[config.mk]
export PLATFORM = sky130hd
export DESIGN_NAME = tanh_result_collector
export DESIGN_NICKNAME = d
export VERILOG_FILES = /design/src/rtl/tanh_result_collector.sv
export SDC_FILE = /design/constraint.sdc
export NUM_CORES = 1
export LEC_CHECK = 0
export CAP_MARGIN = 20
export CORE_MARGIN = 2
export CORE_UTILIZATION = 58
export CTS_CLUSTER_DIAMETER = 200
export DETAILED_ROUTE_END_ITERATION = 6
export HOLD_SLACK_MARGIN = 0.08
export PLACE_DENSITY = 0.79
export SLEW_MARGIN = 15
export SYNTH_ARGS = -nofsm -noshare
export SYNTH_HDL_FRONTEND = slang
export SYNTH_SLANG_ARGS = --single-unit
export TNS_END_PERCENT = 100
[constraint.sdc]
create_clock -name clk -period 4 [get_ports clk]
set_clock_uncertainty 0.15 [all_clocks]
set_input_delay 0.4 -clock clk [delete_from_list [all_inputs] [get_ports clk]]
set_output_delay 0.4 -clock clk [all_outputs]
set_load 0.01 [all_outputs]
[src/rtl/tanh_result_collector.sv]
// Result collector for the bf16->fp32 tanh LUT core: tracks samples through the
// core's enable-gated pipeline, buffers results in a FIFO and issues credits upstream.
module tanh_result_collector #(
    parameter int LATENCY = 4,
    parameter int DEPTH   = 8,
    parameter int AW      = 3
) (
    input  logic          clk,
    input  logic          rst,
    input  logic          tanh_enable,
    input  logic          issue_valid,
    output logic          issue_ready,
    input  logic [31:0]   tanh_result,
    output logic          out_valid,
    output logic [31:0]   out_data,
    input  logic          out_ready,
    output logic [AW:0]   fill_level,
    output logic          overflow_err
);

    localparam int IW = $clog2(LATENCY + 1);
    localparam int SW = ((AW + 1) > IW ? (AW + 1) : IW) + 1;

    logic [LATENCY-1:0] vpipe;
    logic [IW-1:0]      inflight;
    logic [AW-1:0]      wr_ptr;
    logic [AW-1:0]      rd_ptr;
    logic [AW:0]        count;
    logic [31:0]        mem [DEPTH];

    logic               accept;
    logic               push;
    logic               pop;
    logic               reject;
    logic [SW-1:0]      occupancy;

    // Credits cover both buffered and in-flight results, so push never meets a full FIFO.
    assign occupancy   = SW'(count) + SW'(inflight);
    assign issue_ready = occupancy < SW'(DEPTH);

    assign accept = issue_valid & tanh_enable & issue_ready;
    assign reject = issue_valid & tanh_enable & ~issue_ready;
    assign push   = vpipe[LATENCY-1] & tanh_enable;
    assign pop    = out_valid & out_ready;

    assign out_valid  = (count != '0);
    assign out_data   = mem[rd_ptr];
    assign fill_level = count;

    // Valid tags mirror the core's pipeline and stall with it.
    always_ff @(posedge clk or posedge rst) begin
        if (rst) begin
            vpipe <= '0;
        end else if (tanh_enable) begin
            vpipe <= {vpipe[LATENCY-2:0], accept};
        end
    end

    always_ff @(posedge clk or posedge rst) begin
        if (rst) begin
            inflight <= '0;
        end else begin
            unique case ({accept, push})
                2'b10:   inflight <= inflight + 1'b1;
                2'b01:   inflight <= inflight - 1'b1;
                default: inflight <= inflight;
            endcase
        end
    end

    always_ff @(posedge clk or posedge rst) begin
        if (rst) begin
            wr_ptr <= '0;
            rd_ptr <= '0;
            count  <= '0;
        end else begin
            if (push) wr_ptr <= wr_ptr + 1'b1;
            if (pop)  rd_ptr <= rd_ptr + 1'b1;
            unique case ({push, pop})
                2'b10:   count <= count + 1'b1;
                2'b01:   count <= count - 1'b1;
                default: count <= count;
            endcase
        end
    end

    // Storage is left unreset; out_valid masks stale contents.
    always_ff @(posedge clk) begin
        if (push) mem[wr_ptr] <= tanh_result;
    end

    always_ff @(posedge clk or posedge rst) begin
        if (rst) begin
            overflow_err <= 1'b0;
        end else if (reject) begin
            overflow_err <= 1'b1;
        end
    end

endmodule

==> qor.yml <==
run_status:
  status: "finished, violations left"
  violations: "design-rule violations"
clock_network:
  h-tree-depth: 1
  cts_made_buffers: 27
  post_cts_buffers: 0
  cts_hold_repair.buffers: 0
  clkLatencyLatePin_ns: 0.52
  clockBufferDepth: 3
  cts_resized: 0
  cts-root-buf: "clkbuf_16"
  clkTransAtPathRegs_ns: 0.06
  cts_tree: "built"
  numClockSinks: 274
sta:
  hold_viol: 0
  max_clock_freq_mhz: 287
  rsz0062_at_grt: "no"
  fin_crit_sh_pct: 87.0
  worst_slew_pin_slew_ns: 1.00
  relSlewSlack_pct: 33.2
  period_needed_ns: 3.48
  slew_violations: 0
  whs_ns: 0.146
  timing.setup.tns_ns: 0
  setup_viol: 0
  worst_slack_ns: 0.521
synthesis:
  ys_seq_elements: 274
  syn_avg_cell_area_um2: 23.0
  ys_types: 37
  yosys_warnings: 0
  synth_seq_area_share_pct: 75.8
  syn_nets: 514
  syn_area_um2: 10700
  synthCells: 467
critical_path:
  worstSetupEndpointType: "output port"
  crit_required_ns: 3.45
  critPathMaxFanout: 36
  worstPathArrival_ns: 2.93
  setup.worst_path.start_class: "flop"
  worstSetupPathType: "flop to output port"
  reg2regPathDepth: 8
job:
  maxCapViolCount: 0
pwr:
  leakage_uw: 0.00418
  p_per_area_nw_per_um2: 683
  vdd_drop_max_uv: 542
place:
  numPortBuffers: 75
  place_congestion: 0.736
  dpl_worst_slack_ns: 0.895
  dp_hpwl_mm: 11.6
cells_and_area:
  layout.nets: 614
  diodes: 0
  synthToLayoutAreaGrowth_pct: 18.1
  drive_above_1_share_pct: 24.6
floorplan:
  die_y_um: 140
  start_util_pct: 59.3
  ios: 76
  fp.dieArea_um2: 19600
  coreArea_um2: 18100
  rows: 49
  die_x_um: 140
global_route:
  grt_use_total_pct: 21.4
  use_met1_pct: 29.8
  grtUsageMet2_pct: 35.8
  antenna_found_initial: 0
  overflow: 0
  busiest_layer: "met2"
  grt_pass1_wl_mm: 31.3
  grt_max_degree: 37
  grt_pass1_vias: 5243
  met3_usage_pct: 4.24
detailed_routing:
  drt_iter0_drc: 416
  drc: 6
  routed_wl_mm: 20.6
  ant_nets: 0
  vias: 5018
  via_per_inst: 6.16
  drt_first_pass_iters: 6
  avgRoutedWirePerCell_um: 25.2
hold_path:
  hold_path.class: "primary input to async pin"
==> metrics by stage <==
step	instances	util (%)	total power (µW)	instance area (µm²)
after floorplan	467	-	5350	10700
after global placement	767	65.5	6280	11800
after detailed placement	767	65.5	6350	11800
after CTS	815	70.0	8730	12700
after global routing	815	70.0	9010	12700
final	815	70.0	8660	12700
==> placed cells by master (no fill, tap or decap), drive strengths merged, types with 8 or more instances in the layout <==
| master | instances |
|---|---|
| dfrtp | 18 |
| clkinv | 10 |
| edfxtp | 256 |
| mux2 | 38 |
| mux4 | 64 |
| buf | 16 |
| ha | 8 |
| nor2 | 8 |
| clkdlybuf4s50 | 75 |
| inv | 10 |
| clkbuf | 33 |
==> where the power goes <==
part | internal [µW] | total [µW] | switching, µW
clock network | 1360 | 2360 | 1000
registers | 3370 | 3670 | 298
logic | 1550 | 2630 | 1080
==> cell type report <==
type	count	area (µm²)
multi-input combinational	163	2460
fill	1040	5420
clock inverter	15	121
tap	229	287
inverter	10	37.5
sequential	274	8140
clock buffer	33	698
timing repair buffer	91	921
==> logic make-up (layout without fill, tap and decap cells) <==
kind of cell	Yosys count	after routing	synth area share (%)
flops	274	274	75.8
mux	104	104	18.3
simple gates	31	31	1.45
buf+inv	30	149	1.75
fa+ha+maj	10	10	1.31
compound gates	10	10	0.700
xor+xnor	8	8	0.653
==> registers in the layout (all words and copies together), names as in the netlist <==
signal / count
overflow_err: 1
rd_ptr: 3
mem: 256
fill_level: 4
vpipe: 4
inflight: 3
wr_ptr: 3
==> path summary, 6_finish.rpt <==
kind                                            from                   endpoint  slack, ns
setup / recovery               rd_ptr[0]$_DFFE_PP0P_                out_data[0]       0.52
hold / removal                                   rst   overflow_err$_DFFE_PP0P_       0.15
setup reg to reg           fill_level[0]$_DFFE_PP0P_  fill_level[3]$_DFFE_PP0P_       0.94
hold reg to reg             overflow_err$_DFFE_PP0P_   overflow_err$_DFFE_PP0P_       0.33
max in group asynchronous                        rst      rd_ptr[0]$_DFFE_PP0P_       3.02
min in group clk            overflow_err$_DFFE_PP0P_   overflow_err$_DFFE_PP0P_       0.33
==> synth_stat cells <==
library cell,instances,share of area (%)
a2111o_1,1,0.10
a211oi_1,1,0.070
a21oi_1,2,0.093
a31o_2,2,0.16
buf_1,5,0.17
buf_12,2,0.37
buf_2,4,0.19
buf_6,2,0.21
buf_8,2,0.28
clkbuf_1,5,0.17
dfrtp_1,18,4.2
edfxtp_1,256,72
fa_1,2,0.37
ha_1,8,0.93
inv_1,10,0.35
mux2_1,1,0.10
mux2_2,37,3.9
mux2i_1,2,0.19
mux4_1,20,4.9
mux4_2,44,9.2
nand2_1,7,0.24
nand2b_1,2,0.12
nand3_1,5,0.23
nand4_1,1,0.058
nor2_1,8,0.28
nor2b_1,1,0.058
nor3_1,2,0.093
nor3b_1,2,0.14
o211ai_1,1,0.070
o21ai_0,1,0.047
o21bai_1,1,0.070
o311ai_0,1,0.082
or2_2,1,0.058
or4_1,1,0.070
or4b_1,1,0.093
xnor2_1,5,0.41
xor2_1,3,0.24
==> critical path, cell delays in order (launching register included) <==
cell and delay (ns):
dfrtp_4 0.66, buf_12 0.33, mux4_1 0.59, mux2_2 0.30
clkdlybuf4s50_1 0.49
==> per-layer routing <==
layer | vias to the layer above | part of all wire, %
met4 | 0 | 1.6
met5 | - | 0
met3 | 27 | 7.9
li1 | 2167 | -
met1 | 2593 | 40
met2 | 231 | 51
Power figures use the tool's default switching activity.
